## config.mk

```make
export PLATFORM = sky130hd
export DESIGN_NAME = iter_divider_flat
export DESIGN_NICKNAME = d
export VERILOG_FILES = /design/src/rtl/div_pkg.sv /design/src/rtl/iter_divider_if.sv /design/src/rtl/iter_divider.sv /design/src/flat_wrapper.sv
export SDC_FILE = /design/constraint.sdc
export NUM_CORES = 1
export LEC_CHECK = 0
export ABC_AREA = 1
export BUFFER_PORTS_ARGS = -buffer_cell sky130_fd_sc_hd__buf_2
export CORE_MARGIN = 4
export CORE_UTILIZATION = 50
export CTS_CLUSTER_SIZE = 8
export DETAILED_ROUTE_END_ITERATION = 8
export PLACE_DENSITY_LB_ADDON = 0.12
export SLEW_MARGIN = 10
export SYNTH_ARGS = -nofsm -noshare
export SYNTH_HDL_FRONTEND = slang
export SYNTH_SLANG_ARGS = --single-unit
```

## constraint.sdc

```tcl
create_clock -name clk -period 6.99 [get_ports clk]
set_input_delay 0.3495 -clock clk [delete_from_list [all_inputs] [get_ports clk]]
set_output_delay 0.3495 -clock clk [all_outputs]
set_load 0.005 [all_outputs]
```

## src/rtl/div_pkg.sv

```systemverilog
// Shared types and helpers for the iterative divider.
package div_pkg;

  localparam int unsigned DIV_W     = 32;
  localparam int unsigned DIV_CNT_W = 8;
  localparam int unsigned ITER_W    = 5;

  localparam logic [DIV_W-1:0] DIV0_QUOT = 32'hFFFF_FFFF;

  typedef enum logic [2:0] {
    S_IDLE = 3'd0,
    S_LOAD = 3'd1,
    S_NORM = 3'd2,
    S_ITER = 3'd3,
    S_FIX  = 3'd4,
    S_DONE = 3'd5
  } div_state_e;

  // Two's-complement negate; 0x8000_0000 maps to itself.
  function automatic logic [DIV_W-1:0] neg2(input logic [DIV_W-1:0] x);
    return ~x + DIV_W'(1);
  endfunction

endpackage

```

## src/rtl/iter_divider_if.sv

```systemverilog
// Request/result bundle between the execute stage and the divider.
interface iter_divider_if;
  import div_pkg::*;

  logic             start;
  logic             is_signed;
  logic [DIV_W-1:0] dividend;
  logic [DIV_W-1:0] divisor;
  logic             busy;
  logic             done;
  logic [DIV_W-1:0] quotient;
  logic [DIV_W-1:0] remainder;

  modport master (
    output start, is_signed, dividend, divisor,
    input  busy, done, quotient, remainder
  );

  modport slave (
    input  start, is_signed, dividend, divisor,
    output busy, done, quotient, remainder
  );

endinterface

```

## src/rtl/iter_divider.sv

```systemverilog
// Multi-cycle 32-bit restoring divider; external leading-one encoders let it
// skip the leading-zero iterations of the quotient.
module iter_divider
  import div_pkg::*;
#(
  parameter int unsigned WIDTH = DIV_W,
  parameter int unsigned CNT_W = DIV_CNT_W
) (
  input  logic             clk,
  input  logic             rst_n,
  iter_divider_if.slave    bus,
  output logic [WIDTH-1:0] enc_a,
  output logic [WIDTH-1:0] enc_b,
  input  logic [CNT_W-1:0] cnt_a,
  input  logic [CNT_W-1:0] cnt_b
);

  div_state_e        r_state;
  logic [WIDTH-1:0]  r_a;
  logic [WIDTH-1:0]  r_b;
  logic              r_signed;
  logic              r_neg_q;
  logic              r_neg_r;
  logic              r_fix_en;
  logic [WIDTH-1:0]  r_rem;
  logic [WIDTH-1:0]  r_dsh;
  logic [WIDTH-1:0]  r_q;
  logic [ITER_W-1:0] r_iter;

  logic [CNT_W-1:0]  w_k;
  logic              w_a_lt_b;
  logic              w_b_zero;

  // Shift distance from leading-one positions; zero tests use full magnitudes
  // because the encoder reports 0 for both 0 and 1.
  assign w_k      = cnt_a - cnt_b;
  assign w_a_lt_b = enc_a < enc_b;
  assign w_b_zero = (enc_b == '0);

  // Control FSM and datapath registers.
  always_ff @(posedge clk or negedge rst_n) begin
    if (!rst_n) begin
      r_state       <= S_IDLE;
      r_a           <= '0;
      r_b           <= '0;
      r_signed      <= 1'b0;
      r_neg_q       <= 1'b0;
      r_neg_r       <= 1'b0;
      r_fix_en      <= 1'b0;
      r_rem         <= '0;
      r_dsh         <= '0;
      r_q           <= '0;
      r_iter        <= '0;
      enc_a         <= '0;
      enc_b         <= '0;
      bus.busy      <= 1'b0;
      bus.done      <= 1'b0;
      bus.quotient  <= '0;
      bus.remainder <= '0;
    end else begin
      bus.done <= 1'b0;
      case (r_state)
        S_IDLE: begin
          if (bus.start) begin
            r_a      <= bus.dividend;
            r_b      <= bus.divisor;
            r_signed <= bus.is_signed;
            bus.busy <= 1'b1;
            r_state  <= S_LOAD;
          end
        end
        S_LOAD: begin
          enc_a   <= (r_signed && r_a[WIDTH-1]) ? neg2(r_a) : r_a;
          enc_b   <= (r_signed && r_b[WIDTH-1]) ? neg2(r_b) : r_b;
          r_neg_q <= r_signed & (r_a[WIDTH-1] ^ r_b[WIDTH-1]);
          r_neg_r <= r_signed & r_a[WIDTH-1];
          r_state <= S_NORM;
        end
        S_NORM: begin
          if (w_b_zero) begin
            r_q      <= DIV0_QUOT;
            r_rem    <= r_a;
            r_fix_en <= 1'b0;
            r_state  <= S_FIX;
          end else if (w_a_lt_b) begin
            r_q      <= '0;
            r_rem    <= enc_a;
            r_fix_en <= 1'b1;
            r_state  <= S_FIX;
          end else begin
            r_q      <= '0;
            r_rem    <= enc_a;
            r_dsh    <= enc_b << w_k;
            r_iter   <= ITER_W'(w_k);
            r_fix_en <= 1'b1;
            r_state  <= S_ITER;
          end
        end
        S_ITER: begin
          if (r_rem >= r_dsh) begin
            r_rem       <= r_rem - r_dsh;
            r_q[r_iter] <= 1'b1;
          end
          r_dsh <= r_dsh >> 1;
          if (r_iter == '0) begin
            r_state <= S_FIX;
          end else begin
            r_iter <= r_iter - ITER_W'(1);
          end
        end
        S_FIX: begin
          bus.quotient  <= (r_fix_en && r_neg_q) ? neg2(r_q)   : r_q;
          bus.remainder <= (r_fix_en && r_neg_r) ? neg2(r_rem) : r_rem;
          bus.done      <= 1'b1;
          r_state       <= S_DONE;
        end
        S_DONE: begin
          bus.busy <= 1'b0;
          r_state  <= S_IDLE;
        end
        default: begin
          bus.busy <= 1'b0;
          r_state  <= S_IDLE;
        end
      endcase
    end
  end

endmodule

```

## src/flat_wrapper.sv

```systemverilog
// flat-port wrapper written by rule: the top's interface ports become plain ports
module iter_divider_flat import div_pkg::*;
#(
  parameter int unsigned WIDTH = DIV_W,
  parameter int unsigned CNT_W = DIV_CNT_W
)
  (clk, rst_n, enc_a, enc_b, cnt_a, cnt_b, bus_start, bus_is_signed, bus_dividend, bus_divisor, bus_busy, bus_done, bus_quotient, bus_remainder);
  iter_divider_if bus_i ();
  input  logic clk;
  input  logic rst_n;
  output logic [WIDTH-1:0] enc_a;
  output logic [WIDTH-1:0] enc_b;
  input  logic [CNT_W-1:0] cnt_a;
  input  logic [CNT_W-1:0] cnt_b;
  input wire logic [$bits(bus_i.start)-1:0] bus_start;
  input wire logic [$bits(bus_i.is_signed)-1:0] bus_is_signed;
  input wire logic [$bits(bus_i.dividend)-1:0] bus_dividend;
  input wire logic [$bits(bus_i.divisor)-1:0] bus_divisor;
  output wire logic [$bits(bus_i.busy)-1:0] bus_busy;
  output wire logic [$bits(bus_i.done)-1:0] bus_done;
  output wire logic [$bits(bus_i.quotient)-1:0] bus_quotient;
  output wire logic [$bits(bus_i.remainder)-1:0] bus_remainder;
  assign bus_i.start = bus_start;
  assign bus_i.is_signed = bus_is_signed;
  assign bus_i.dividend = bus_dividend;
  assign bus_i.divisor = bus_divisor;
  assign bus_busy = bus_i.busy;
  assign bus_done = bus_i.done;
  assign bus_quotient = bus_i.quotient;
  assign bus_remainder = bus_i.remainder;
  iter_divider #(.WIDTH(WIDTH), .CNT_W(CNT_W)) u_core (.clk(clk), .rst_n(rst_n), .bus(bus_i), .enc_a(enc_a), .enc_b(enc_b), .cnt_a(cnt_a), .cnt_b(cnt_b));
endmodule
```

== After elaboration in Yosys (flattened, before gate mapping) ==
Cells that the tools add are included.
Operators by class
  equal/unequal tests: 10
  magnitude comparators: 4
  reduce and logical (&&, ||, !) cells: 16
  bitwise gates (word level): 9
  shift operators: 1
  div/mod/pow operators: 0
  multiplexer cells: 28
  multipliers: 0
  add/subtract/negate cells: 7
Operators by type and width (number)
  $mux 32: 10
  $pmux 32 s2: 3
  $add 32x1->32 const B: 4
  $not 32->32: 4
  $ge 32x32->1: 1
  $logic_not 32->1: 1
  $lt 32x32->1: 1
  $or 32x32->32: 1
  $shl 32x8->32: 1
  $sub 32x32->32: 1
  $mux 5: 3
  $pmux 3 s5: 1
  $mux 3: 4
  $pmux 5 s2: 1
  $ne 2x2->1 const B: 4
  $reduce_and 2->1: 4
  $sub 8x8->8: 1
  $eq 3x2->1 const B: 2
  $lt 5x6->1 const B: 1
  $demux 1 s5: 1
  $ge 5x1->1 const B: 1
  $logic_and 1x1->1: 5
  $logic_not 5->1: 1
  $sub 5x1->5 const B: 1
  other kinds (13): 18
Word-level totals
  memories: 0
  bits in writable memories: 0
  bits in latches: 0
  register bits: 302
  logic and storage cells: 92
  memory bits (read-only): 0
  bits of input ports: 84
  output and inout port bits: 130

== Logic depth before layout (Yosys ltp) ==
Gate-level depths: netlist of the first run.
  depth in word-level cells: 7
  mapped depth: 20
  mapped depth without buffers: 19

== Worst setup path before layout of the first run ==
No wires, ideal clock.
  path kind: reg2reg
  start: register u_core.r_rem[0]
  end: register u_core.r_rem[26]
  buffers on the path: 2
  library setup time: 0.130 ns
  arrival time: 2.281 ns
  clock period less this slack: 2.411 ns
  data required time: 6.860 ns
  setup slack: 4.579 ns
  cell stages (with the launch flop): 16
  path through: dfrtp_1 > inv_1 > ha_1 > fa_1 > o21ai_2 > a21oi_2 > o21ai_2 > a21oi_1 > inv_1 > nand2_1 > nand3_1 > nand2_1 > nand2_2 > buf_4 > buf_2 > a31oi_1
On the way
  longest elaborated chain between the ends: 3
  elaborated cells on any way between the ends: 6
  classes of those cells: add/sub: 1; order compare: 1; eq/ne: 1; mux: 2; reduce/logical: 1
RTL lines
  start: declaration: line iter_divider.sv:25  | logic [WIDTH-1:0] r_rem;
  start signal: assignment: line iter_divider.sv:82  | r_rem <= r_a;
  start signal: assignment: line iter_divider.sv:87  | r_rem <= enc_a;
  start signal: assignment: line iter_divider.sv:92  | r_rem <= enc_a;
  $sub 32x32->32 / $ge 32x32->1 (equally long branches): line iter_divider.sv:101, iter_divider.sv:100
  $mux 32 / $ne 2x1->1 (equally long branches)
  $pmux 32 s2 / $reduce_and 2->1 (equally long branches)
Several ways; a longest one is shown, not always the timed one. The select of a mux whose other input is x is not followed.
A chain may end at the register's enable or synchronous reset.

== Worst setup path in the final report of the first run ==
  start: register u_core.r_rem[0]
  end: register u_core.r_q[14]
On the way
  longest elaborated chain between the ends: 3
RTL lines
  $ge 32x32->1: line iter_divider.sv:100  | if (r_rem >= r_dsh) begin
  $ne 2x1->1 (no source line)
  $reduce_and 2->1 (no source line)
  end signal: assignment: line iter_divider.sv:86  | r_q <= '0;
  end signal: assignment: line iter_divider.sv:91  | r_q <= '0;
  end signal: indexed assignment: line iter_divider.sv:102  | r_q[r_iter] <= 1'b1;
  end: declaration: line iter_divider.sv:27  | logic [WIDTH-1:0] r_q;
No other way between the ends.

==> results of run 1 <==
registers in the layout (all words and copies together) (netlist names):
signal / count
u_core.bus.busy: 1
u_core.bus.done: 1
u_core.bus.quotient: 32
u_core.bus.remainder: 32
u_core.enc_a: 32
u_core.enc_b: 32
u_core.r_a: 32
u_core.r_b: 32
u_core.r_dsh: 32
u_core.r_fix_en: 1
u_core.r_iter: 5
u_core.r_neg_q: 1
u_core.r_neg_r: 1
u_core.r_q: 32
u_core.r_rem: 32
u_core.r_signed: 1
u_core.r_state: 3
cell type report:
| type | instances | area [um2] | share of cell area [%] |
|---|---|---|---|
| multi-input cells | 2026 | 10800 | 48.0 |
| flip-flops and latches | 302 | 7560 | 33.6 |
| repair buffers | 232 | 1230 | 5.49 |
| clock buffers | 49 | 1160 | 5.17 |
| inverters | 282 | 1060 | 4.71 |
| well taps | 518 | 648 | 2.89 |
| clock inverters | 1 | 30.0 | 0.134 |
| diodes | 1 | 2.50 | 0.0111 |
path summary, 6_finish.rpt:
path / startpoint / slack [ns] / end
setup / recovery: u_core.r_rem[0]$_DFFE_PN0P_ / 3.37 / u_core.r_q[14]$_DFFE_PN0P_
hold reg to reg: u_core.bus.quotient[25]$_DFFE_PN0P_ / 0.48 / u_core.bus.quotient[25]$_DFFE_PN0P_
min in group asynchronous: rst_n / 0.41 / u_core.bus.quotient[18]$_DFFE_PN0P_
hold / removal: bus_divisor[22] / 0.03 / u_core.r_b[22]$_DFFE_PN0P_
setup reg to reg: u_core.r_rem[0]$_DFFE_PN0P_ / 3.37 / u_core.r_q[14]$_DFFE_PN0P_
max in group asynchronous: rst_n / 5.17 / u_core.r_rem[9]$_DFFE_PN0P_
worst reg2reg max path, stage by stage, from the launching register on:
cell	delay, ns
dfrtp_1	0.32
inv_1	0.09
ha_1	0.23
fa_1	0.42
o21ai_2	0.22
a21oi_2	0.12
o21ai_2	0.25
a21oi_1	0.11
inv_1	0.13
nand2_1	0.07
nand3_1	0.09
nand2_1	0.09
nand2_4	0.47
buf_4	0.63
nor2_1	0.11
a31oi_1	0.17
cell families (layout without fill, tap and decap cells):
logic type                 Yosys count  after routing  share of synthesized area [%]
AOI/OAI and AO/OA                  629            629                           17.1
xor gates and xnor gates           114            114                           5.10
adders and majority gates           80             80                           5.11
buffers and inverters              406            564                           7.96
DFF                                302            302                           38.0
muxes                               13             13                          0.736
other                                0              1                              0
and+or+nand+nor                   1190           1190                           25.9
layer usage:
metal | track usage (%) | routed length, um | vias up
li1 | - | - | 9492
met1 | 43.1 | 30200 | 9269
met2 | 47.5 | 30100 | 848
met3 | 6.47 | 5930 | 135
met4 | 10.8 | 2430 | 4
met5 | 0 | 24 | -
power by group through the flow:
stage / Combinational, mW / Clock (mW) / Sequential [mW]
global placement: 6.24 / 0 / 3.51
floorplan: 4.41 / 0 / 3.21
detailed placement: 6.33 / 0 / 3.53
global route: 7.24 / 2.05 / 3.63
CTS: 6.36 / 1.98 / 3.51
finish: 6.44 / 1.95 / 3.55
layout by cell type, fill, tap and decap left out, drive strengths merged, types with 3 or more instances in the layout:
cell,count
a211oi,6
ha,78
o211ai,8
dfrtp,302
o21a,4
o22ai,10
a22oi,8
xor2,102
a31oi,47
nand2,520
o21ai,307
nand4,67
a21boi,9
xnor2,12
a21oi,203
a21o,3
nor3,29
or2,9
nor4,24
o31ai,9
o21bai,8
nor2,278
nand3b,5
nand3,258
buf,231
clkbuf,49
inv,279
clkinv,3
mux2,13
through the flow:
stage	setup slack (ns)	cell area, um2	util [%]	power, mW	instances
2_1_floorplan	4.58	19900	-	7.62	2734
3_3_place_gp	3.24	21300	54.5	9.75	3359
3_5_place_dp	3.26	21300	54.5	9.85	3359
4_1_cts	3.44	22500	57.6	11.8	3410
5_1_grt	3.06	22500	57.6	12.9	3410
6_report	3.37	22500	57.6	11.9	3411
==> summary.md, run 1 <==
| Metric | Value |
|---|---|
| Die width | 207 um |
| Path type of the worst min-delay path | primary input to register |
| Asr flop ratio synth | between 90% and 100% |
| Mapped Nets | 2898 |
| Finish-stage setup viols | 0 |
| RSZ-0062 raised after global routing | no |
| Share of cells above drive strength 1 | around 12% |
| Clock transition at path regs | 0.05 ns |
| Slowest cell on crit path | buf_4 |
| Fin crit period | roughly 3.6 ns |
| Synth top area share | a little under two fifths |
| Min Hold Slack | 0.0261 ns |
| First-pass GRT wire length | 106 mm |
| Synth cell count leaders | nand2_1, dfrtp_1, o21ai_0 |
| Dominant cell type by area after synthesis | dfrtp_1 |
| Sw Share | 50.1% |
| GPL Wtd Cong | 0.987 |
| # H-tree levels | 2 |
| Initial antenna violation count | 2 |
| Final Hold Viols | 0 |
| Crit-path max cell delay | 0.59 ns |
| Crit path max fanout | 61 |
| Worst path arrival time | 4.07 ns |
| Share of total power in the clock network | 16.3% |
| Fin crit share | 51.8% |
| NetSw | 5.97 mW |
| DRT antenna net count | 0 |
| Die ar. | about 43000 um2 |
| Number of global-route vias before repair | 18600 |
| Hold Buf Count CTS | 1 |
| DRC violations left | 0 |
| Synth Area per Inst | roughly 7.3 um2 |
| Crit path buf inv count | 3 |
| CTS Buf Count | 44 |
| Number of synthesized flops with an enable pin | 0 |
| Clk root buf | clkbuf_16 |
| Worst rel slew slack | approximately a fifth |
| Largest cells by area after synthesis | dfrtp_1, nand2_1, o21ai_0 |
| Cell depth of the worst hold path | 2 |
| Routed via count | 19700 |
| WS Path Type | register to register |
| Ports | ~210 |
| Post_cts resized | 0 |
| Comb power frac | between 50% and 60% |
| Avg WL per Cell | about 20 um |
| CP endpoint kind | register |
| Internal Pwr Total | 5.96 mW |
| Worst path required time | 7.44 ns |
| IO Port Bufs | 213 |
| CP startpoint kind | register |
| Starting density of the core | 51.0% |
| FILL cells | 3771 |
| Crit-path cells | inv_1 > ha_1 > fa_1 > o21ai_2 > a21oi_2 > o21ai_2 > a21oi_1 > inv_1 > nand2_1 > nand3_1 > nand2_1 > nand2_4 > buf_4 > nor2_1 > a31oi_1 |
| Pleak | between 10 and 15 nW |
| P per Cell Area | 531 nW/um2 |
| Total Wirelength | 68.6 mm |
| CP top delay family | compound AO/OA/AOI/OAI gates |
| Core area | slightly below 40000 um2 |
| DP HPWL | 50.9 mm |
| Router iterations before antenna repair | 6 |
| Clk Latency, worst-skew pair | 0.57 ns |
| Maximum VDD drop | roughly 0.42 mV |
| Post-Route Skew | 0.0238 ns |
| Setup TNS | 0 ns |
| Critical path depth | 15 |
| Total GRT Usage | 30.7% |
| Outcome | completed |
| Vias per cell | 5.79 |
| Largest net degree at the start of global routing | roughly 130 |
| Worst-margin pin slew | roughly 1.2 ns |
| Seq pwr share | around 30% |
| Yosys reg bits | 302 |
| Max frequency | between 200 and 300 MHz |
| Max Cap Viol | 0 |
| Clock Tree Buf Depth | 3 |
| Site Rows | 72 |
| Post-CTS setup buffers | 0 |
| Worst R2R Path Depth | 15 |
| Fin. max-slew vios | 0 |
| Seq/Total Area, Yosys | about two fifths |
| Die Y-Extent | a little over 200 um |
| CTS tree | done |
| Area Overhead vs Synth | 13.0% |
| Post-Synthesis Cell Area | about 20000 um2 |
| Count leader, synth | nand2_1 |
| Nets | 3052 |
| Ys Warns | 0 |
| Clock sink count | 302 |
| Top FF cell, synth | dfrtp_1 |
| Total gr overflow | 0 |
| Gate Count Post-Synth | 2734 |
| 1st-iter DRT viols | slightly below 2000 |
| Cell variety after synth | 53 |
Note: power is estimated with default switching activity, not from simulation.
==> run 2, diff against run 1 <==
- clock period: 6.99 -> 3.35 ns (I/O delays scaled with it)
==> summary.md, run 2 (same netlist as run 1, synthesis figures left out) <==
| Metric | Value |
|---|---|
| Worst path required time | about 3.8 ns |
| Max frequency | 340 MHz |
| Dpl ws | between 0.4 and 0.5 ns |
| Routed via count | 20200 |
| CTS tree | done |
| Cell depth of the worst hold path | 3 |
| Maximum VDD drop | 0.541 mV |
| Fin. max-slew vios | 0 |
| N_diodes | 0 |
| Clock Tree Buf Depth | 3 |
| Total Wirelength | 68.9 mm |
| Clk root buf | clkbuf_16 |
| Worst path arrival time | 3.39 ns |
| Post-Route Skew | 0.0200 ns |
| Crit path max fanout | 14 |
| Initial antenna violation count | 2 |
| Pleak | 11.4 nW |
| Vias per cell | 5.76 |
| Largest net degree at the start of global routing | around 100 |
| DRC violations left | 0 |
| Max Cap Viol | 0 |
| Path type of the worst min-delay path | primary input to register |
| Worst-margin pin slew | 1.05 ns |
| Total GRT Usage | 31.1% |
| Setup TNS | 0 ns |
| Min Hold Slack | approximately 0.12 ns |
| Share of cells above drive strength 1 | 12.5% |
| DP HPWL | 51.3 mm |
| Avg WL per Cell | 19.6 um |
| Most common cell after layout, fill and taps aside | nand2_1 |
| First-pass GRT wire length | about 110 mm |
| Fin crit share | 87.8% |
| Final Worst Setup Slack | 0.409 ns |
| Die width | around 210 um |
| FILL cells | 3575 |
| WS Path Type | register to register |
| Total chip power | 25.3 mW |
| IO Port Bufs | approximately 210 |
| CTS Buf Count | 44 |
| Fin crit period | 2.94 ns |
| Ports | 214 |
| Most frequent cells in the layout | nand2_1, dfrtp_1, o21ai_0 |
| Nets | 3156 |
| Area Overhead vs Synth | 18.1% |
| # placed instances | approximately 3400 |
| Die ar. | 43000 um2 |
| Clk Latency, worst-skew pair | 0.57 ns |
| P per Cell Area | 1080 nW/um2 |
| Clock sink count | 302 |
| Site Rows | 72 |
| Die Y-Extent | 207 um |
| Number of global-route vias before repair | 19400 |
| CP startpoint kind | register |
| 1st-iter DRT viols | between 2000 and 2500 |
| RSZ-0062 raised after global routing | no |
| # H-tree levels | 2 |
| Starting density of the core | a little over 50% |
| Core area | ~40000 um2 |
| Worst rel slew slack | 30.0% |
| Final Hold Viols | 0 |
| Router iterations before antenna repair | 6 |
| Worst R2R Path Depth | 14 |
| Clock transition at path regs | 0.05 ns |
| Non-filler cells in the finished layout | approximately 3500 |
| Outcome | completed |
| Finish-stage setup viols | 0 |
| CP endpoint kind | register |
| DRT antenna net count | 0 |
| GPL Wtd Cong | 1.02 |
| Total gr overflow | 0 |
## run 2: final timing paths
check,slack [ns],to,startpoint
min,0.12,u_core.r_state[0]$_DFFE_PN0P_,bus_start
max,0.41,u_core.r_rem[5]$_DFFE_PN0P_,u_core.r_rem[0]$_DFFE_PN0P_
min in group asynchronous,0.18,u_core.bus.quotient[7]$_DFFE_PN0P_,rst_n
min reg2reg,0.48,u_core.bus.remainder[22]$_DFFE_PN0P_,u_core.bus.remainder[22]$_DFFE_PN0P_
max in group asynchronous,2.19,u_core.r_b[18]$_DFFE_PN0P_,rst_n
max reg2reg,0.41,u_core.r_rem[5]$_DFFE_PN0P_,u_core.r_rem[0]$_DFFE_PN0P_
## run 2: report_power, final
part,switching [mW],internal (mW)
clock network,1.58,2.46
logic,8.99,4.93
registers,1.94,5.37
## run 2: critical path, stage by stage, from the launching register on
cell and delay (ns):
dfrtp_1 0.31, inv_1 0.10, ha_1 0.23, fa_1 0.42
o21ai_2 0.22, a21oi_2 0.11, o21ai_2 0.25, a21oi_1 0.10
inv_1 0.14, nand2_1 0.07, nand3_1 0.08, nand2_1 0.09
nand2_4 0.13, inv_1 0.26, o31ai_1 0.31
## run 2: layout make-up
| type | count | area, um2 | share of cell area (%) |
|---|---|---|---|
| sequential | 302 | 7560 | 32.2 |
| tap | 518 | 648 | 2.76 |
| clock inverter | 4 | 52.6 | 0.224 |
| inverter | 282 | 1060 | 4.51 |
| multi-input combinational | 2026 | 10800 | 45.9 |
| clock buffer | 47 | 1140 | 4.87 |
| timing repair buffer | 336 | 2240 | 9.54 |
## run 2: through the flow
step,cell area [um2],utilization (%)
after global routing,23500,60.2
after detailed placement,21600,55.4
after CTS,23500,60.2
after global placement,21600,55.4
final,23500,60.2
after floorplan,19900,-
## run 2: routing by layer
metal / routed length, um / share of wire, % / vias up / GRT usage [%]
met3: 5150 / 7.5 / 139 / 4.46
met5: 0 / 0 / - / 0
met4: 2440 / 3.5 / 0 / 10.8
met1: 30100 / 44 / 9574 / 44.1
met2: 31200 / 45 / 833 / 49.2
li1: - / - / 9695 / -
## run 2: repair_timing
item | CTS | global route
hold buffers | 66 | 0
resized for setup | 0 | 0
buffers inserted | 0 | 0
endpoints found under the hold margin | 155 | 0
